### config.mk
export PLATFORM = sky130hd
export DESIGN_NAME = pulse_divider_multi
export DESIGN_NICKNAME = d
export VERILOG_FILES = /design/src/rtl/pulse_divider_multi_pkg.sv /design/src/rtl/pulse_divider_channel.sv /design/src/rtl/pulse_divider_multi.sv
export SDC_FILE = /design/constraint.sdc
export NUM_CORES = 1
export LEC_CHECK = 0
export CAP_MARGIN = 20
export CORE_MARGIN = 2
export CORE_UTILIZATION = 45
export CTS_CLUSTER_DIAMETER = 100
export DETAILED_ROUTE_END_ITERATION = 12
export HOLD_SLACK_MARGIN = 0.15
export PLACE_DENSITY = 0.81
export SLEW_MARGIN = 20
export SYNTH_ARGS = -nofsm -noshare
export SYNTH_HDL_FRONTEND = slang
export SYNTH_SLANG_ARGS = --single-unit
### constraint.sdc
create_clock -name clock -period 5.3 [get_ports clock]
set_input_delay 1.325 -clock clock [delete_from_list [all_inputs] [get_ports clock]]
set_output_delay 1.325 -clock clock [all_outputs]
set_load 0.005 [all_outputs]
### src/rtl/pulse_divider_multi_pkg.sv
// Shared types and constants for the multi-channel pulse divider.
// Optional quotient counters are enabled by PULSE_DIVIDER_MULTI_QUOTIENT_EN.
package pulse_divider_multi_pkg;

  localparam int WORD_WIDTH_DEF     = 8;
  localparam int QUOTIENT_WIDTH_DEF = 16;

  typedef enum logic [1:0] {
    ST_RELOAD = 2'd0,
    ST_COUNT  = 2'd1,
    ST_DONE   = 2'd2
  } ch_state_e;

  typedef logic [WORD_WIDTH_DEF-1:0]     word_t;
  typedef logic [QUOTIENT_WIDTH_DEF-1:0] quot_t;

  localparam word_t WORD_ZERO = word_t'(0);
  localparam word_t WORD_ONE  = word_t'(1);

endpackage

### src/rtl/pulse_divider_channel.sv
// One divider channel: reload/count/done FSM, remaining counter and, when
// PULSE_DIVIDER_MULTI_QUOTIENT_EN is defined, a saturating quotient counter.
module pulse_divider_channel
  import pulse_divider_multi_pkg::*;
#(
  parameter int WORD_WIDTH     = 8,
  parameter int QUOTIENT_WIDTH = 16
) (
  input  logic                      clk_i,
  input  logic                      clr_i,
  input  logic                      restart_i,
  input  logic                      one_shot_i,
  input  logic [WORD_WIDTH-1:0]     div_i,
  input  logic                      pulse_i,
  output logic                      pulse_o,
  output logic [WORD_WIDTH-1:0]     rem_o,
  output logic                      done_o,
  output logic [QUOTIENT_WIDTH-1:0] quot_o
);

  localparam logic [WORD_WIDTH-1:0] W_ZERO = WORD_WIDTH'(WORD_ZERO);
  localparam logic [WORD_WIDTH-1:0] W_ONE  = WORD_WIDTH'(WORD_ONE);

  ch_state_e             state_q, state_d;
  logic [WORD_WIDTH-1:0] rem_q, rem_d;
  logic                  pulse_q, pulse_d;
  logic                  done_q, done_d;

  always_ff @(posedge clk_i) begin
    if (clr_i) begin
      state_q <= ST_RELOAD;
      rem_q   <= W_ZERO;
      pulse_q <= 1'b0;
      done_q  <= 1'b0;
    end else begin
      state_q <= state_d;
      rem_q   <= rem_d;
      pulse_q <= pulse_d;
      done_q  <= done_d;
    end
  end

  always_comb begin
    state_d = state_q;
    rem_d   = rem_q;
    pulse_d = 1'b0;
    if (restart_i) begin
      state_d = ST_RELOAD;
      rem_d   = W_ZERO;
    end else begin
      case (state_q)
        ST_RELOAD: begin
          if (div_i == W_ZERO) begin
            rem_d = W_ZERO;
          end else if (div_i == W_ONE && pulse_i) begin
            pulse_d = 1'b1;
            rem_d   = W_ZERO;
            state_d = one_shot_i ? ST_DONE : ST_RELOAD;
          end else begin
            // A pulse arriving in the reload cycle already counts.
            rem_d   = div_i - WORD_WIDTH'(pulse_i);
            state_d = ST_COUNT;
          end
        end
        ST_COUNT: begin
          if (pulse_i) begin
            if (rem_q == W_ONE) begin
              pulse_d = 1'b1;
              rem_d   = W_ZERO;
              state_d = one_shot_i ? ST_DONE : ST_RELOAD;
            end else begin
              rem_d = rem_q - W_ONE;
            end
          end
        end
        ST_DONE: rem_d = W_ZERO;
        default: begin
          state_d = ST_RELOAD;
          rem_d   = W_ZERO;
        end
      endcase
    end
    done_d = (state_d == ST_DONE);
  end

  assign pulse_o = pulse_q;
  assign rem_o   = rem_q;
  assign done_o  = done_q;

`ifdef PULSE_DIVIDER_MULTI_QUOTIENT_EN
  logic [QUOTIENT_WIDTH-1:0] quot_q;

  // Saturates rather than wraps so a long run never reports a small count.
  always_ff @(posedge clk_i) begin
    if (clr_i || restart_i) begin
      quot_q <= '0;
    end else if (pulse_d && quot_q != {QUOTIENT_WIDTH{1'b1}}) begin
      quot_q <= quot_q + QUOTIENT_WIDTH'(1);
    end
  end

  assign quot_o = quot_q;
`else
  assign quot_o = '0;
`endif

endmodule

### src/rtl/pulse_divider_multi.sv
// Multi-channel programmable pulse divider: packs/unpacks per-channel buses.
// Quotient counters exist only with PULSE_DIVIDER_MULTI_QUOTIENT_EN defined.
module pulse_divider_multi
  import pulse_divider_multi_pkg::*;
#(
  parameter int CHANNEL_COUNT  = 4,
  parameter int WORD_WIDTH     = 8,
  parameter int QUOTIENT_WIDTH = 16
) (
  input  logic                                clock,
  input  logic                                clear,
  input  logic [CHANNEL_COUNT-1:0]            restart,
  input  logic [CHANNEL_COUNT-1:0]            one_shot,
  input  logic [CHANNEL_COUNT*WORD_WIDTH-1:0] divisor,
  input  logic [CHANNEL_COUNT-1:0]            pulses_in,
  output logic [CHANNEL_COUNT-1:0]            pulse_out,
  output logic [CHANNEL_COUNT*WORD_WIDTH-1:0] remaining,
  output logic [CHANNEL_COUNT-1:0]            done,
  output logic [CHANNEL_COUNT*QUOTIENT_WIDTH-1:0] quotient
);

  for (genvar i = 0; i < CHANNEL_COUNT; i++) begin : g_ch
    pulse_divider_channel #(
      .WORD_WIDTH    (WORD_WIDTH),
      .QUOTIENT_WIDTH(QUOTIENT_WIDTH)
    ) u_ch (
      .clk_i     (clock),
      .clr_i     (clear),
      .restart_i (restart[i]),
      .one_shot_i(one_shot[i]),
      .div_i     (divisor[i*WORD_WIDTH +: WORD_WIDTH]),
      .pulse_i   (pulses_in[i]),
      .pulse_o   (pulse_out[i]),
      .rem_o     (remaining[i*WORD_WIDTH +: WORD_WIDTH]),
      .done_o    (done[i]),
      .quot_o    (quotient[i*QUOTIENT_WIDTH +: QUOTIENT_WIDTH])
    );
  end

endmodule

==> reports/results.ini <==
[synthesis]
synth.top_cell.area_share_pct = 23.3
ys_ff_latch = 48
synthesis.area_um2 = 4120
synth_edf_count = 0
avgSynthCellArea_um2 = 7.91
syn_inst = 521
synth_area_leader_cell = dfxtp_1
yosys_most_used_dff = dfxtp_1
synth.distinct_cells = 68
ys_top_cells_by_area = dfxtp_1, buf_4, ha_1, o21ai_0, nor2_1
ys_warn_count = 0
ys_seq_area_share_pct = 23.3
async_flop_share_pct = 0

[detailed_routing]
via_count = 3932
wl_per_cell_um = 14.6
drtAntennaViolNets = 0
drc = 0
dr.first_iter.drc_count = 170
via_per_inst = 5.66
totalWireLength_um = 10200
first_pass_iters = 4

[global_routing]
grt_pass1_vias = 3506
grt_pass1_wl_um = 16400
grt_overflow_total = 0
track_usage_pct = 19.7
antenna_found_initial = 0
grt_max_degree = 18

[worst_setup_path]
arrival_ns = 3.55
crit_top_cell = ha_1
crit_type = in -> reg
critPathTopFamily = buffers and inverters
cp_num_buf_inv = 2
critical_path_peak_fanout = 17
max_stage_delay_ns = 0.80
slowest_stage = clkdlybuf4s50_1
end_kind = flip-flop
path_cells = clkdlybuf4s50_1 > ha_1 > ha_1 > inv_1 > a2111oi_0 > a21oi_1 > a2111oi_2
cp.required_ns = 5.50
startpoint_type = primary input

[finish]
n_antenna_cell = 0
seq_area_um2 = 961
final_layout_size_suffix_gt1_share_pct = 5.62
nets = 648
multi_input_area_um2 = 2670
area_growth_pct = 17.8
nFillCells = 846

[worst_hold_path]
hold_class = reg -> reg

[pwr]
max-vdd-ir-drop_v = 0.000102
p_leak_nw = 1.87
power_density_nw_per_um2 = 203

[timing]
drv_slew = 0
holdWs_ns = 0.565
grt_setup_unrepaired = no
finClkSkew_ns = 0.00839
worstMarginPinSlew_ns = 0.808
min_period_ns = 3.34
fin_setup_tns_ns = 0
relSlewSlack_pct = 45.6
hold_viol_final = 0
fin_crit_sh_pct = 63.1
max_freq_mhz = 299
setup_viol = 0

[cts]
clock_sinks = 48
clk_transition_reported_paths_ns = 0.09
cts-buffers-inserted = 5
clkLatencyLatePin_ns = 0.30
h-tree-depth = 2
tritoncts = yes
ctsHoldBuffers = 0
cts_root_buf = clkbuf_8
cts_setup_buffers = 0
ctsResizeCount = 0
clockBufferDepth = 2

[floorplan]
pin_count = 150
die_w_um = 99.7
rows = 34
die_area_um2 = 9930
die_height_um = 99.7
initial_core_util_pct = 46.8
coreArea_um2 = 8810

[place]
routabilityCongestion = 0.890
hpwl_um = 8050
port_buffers = 85

[job]
maxCapViolCount = 0

[outcome]
status = finished clean

## cells in the final DEF (no fill, tap or decap), types with 5 or more instances in the layout
cell type,synthesis,final
a211o_1,5,5
a211oi_1,7,7
a21oi_1,22,22
a31oi_1,6,6
clkbuf_8,0,6
clkdlybuf4s50_1,0,85
conb_1,1,64
dfxtp_1,48,48
ha_1,16,16
inv_1,30,30
nand2_1,14,14
nand2b_1,16,16
nand3_1,7,7
nor2_1,32,32
nor2b_1,7,7
nor3_1,19,19
nor3b_1,15,15
nor4_1,14,14
o211ai_1,6,6
o21ai_0,31,31
o221a_2,6,6
o31ai_1,5,5
o32ai_1,5,5
or2_2,6,6
or3_1,17,17
or4_1,7,7
xnor2_1,8,8
xor2_1,6,6
## final cells by class
type | instances | share of cell area, %
Multi-Input combinational cell | 416 | 55.1
Inverter | 30 | 2.32
Clock buffer | 6 | 1.70
Tap cell | 108 | 2.78
Clock inverter | 2 | 0.799
Sequential cell | 48 | 19.8
Timing Repair Buffer | 85 | 17.5
## routing by layer
| metal | vias up | wire length (µm) | GRT usage [%] |
|---|---|---|---|
| li1 | 1922 | - | - |
| met1 | 1851 | 4360 | 25.8 |
| met2 | 147 | 5110 | 33.6 |
| met3 | 12 | 602 | 3.30 |
| met4 | 0 | 104 | 4.85 |
| met5 | - | 0 | 0 |
## cell usage after synthesis (all sizes together), types with 5 or more instances
master / n
o32ai: 5
a2111oi: 5
o221a: 6
xnor2: 8
nor2: 32
nand3: 7
nor3: 19
nor4: 15
or4: 9
nor3b: 15
or3: 18
ha: 16
xor2: 6
inv: 30
nand2b: 16
clkbuf: 16
nor2b: 7
o21ai: 32
o31ai: 5
a211oi: 7
or2: 6
buf: 74
a21oi: 22
or4b: 5
o211ai: 7
nand2: 14
a211o: 5
dfxtp: 48
a31oi: 6
## final timing paths
check | start | endpoint | slack (ns) | depth (start not counted)
max | pulses_in[2] | g_ch[2].u_ch.rem_o[6] | 1.96 | 7
min | g_ch[1].u_ch.rem_o[7] | g_ch[1].u_ch.rem_o[7] | 0.57 | 2
max reg2reg | g_ch[2].u_ch.rem_o[0] | g_ch[2].u_ch.rem_o[6] | 3.13 | 5
min reg2reg | g_ch[1].u_ch.rem_o[7] | g_ch[1].u_ch.rem_o[7] | 0.57 | 2
## stage by stage
stage | instance area (µm²) | setup slack [ns] | cells | power, mW | utilization, %
2_1_floorplan | 4360 | 2.47 | 584 | 0.617 | -
3_3_place_gp | 4730 | 1.80 | 687 | 0.697 | 53.7
3_5_place_dp | 4730 | 1.70 | 687 | 0.704 | 53.7
4_1_cts | 4850 | 2.01 | 695 | 0.989 | 55.1
5_1_grt | 4850 | 1.79 | 695 | 1.04 | 55.1
6_report | 4850 | 1.96 | 695 | 0.983 | 55.1
## registers in the layout, summed over array words and instances (netlist names)
signal,flops
g_ch.u_ch.state_q,8
g_ch.u_ch.rem_o,32
g_ch.u_ch.pulse_o,4
g_ch.u_ch.done_o,4
## kinds of logic (layout without fill, tap and decap cells)
logic type               Yosys count  after routing  synth area share [%]
AND/OR/NAND/NOR                  181            181                  26.2
flip-flops                        48             48                  23.3
AO/OA/AOI/OAI                    137            137                  24.0
adder cells (fa/ha/maj)           16             16                  4.86
multiplexers                       4              4                 0.972
buffers and inverters            120            123                  17.5
XOR/XNOR                          14             14                  2.98
other                              1             64                0.0910
## power by group
group          total [mW]  internal (mW)  switching, mW  leakage, nW
Combinational       0.285          0.143          0.143         1.41
Sequential          0.414          0.380         0.0344        0.392
Clock               0.283          0.155          0.129       0.0614
Total               0.983          0.677          0.306         1.87
## worst reg2reg max path, delay by kind of cell (launching register included)
family,cells,cell delay (ns)
AND/OR/NAND/NOR,1,0.67
flip-flops,1,0.46
AO/OA/AOI/OAI,3,0.73
adder cells (fa/ha/maj),1,0.20
Power figures use the tool's default switching activity.
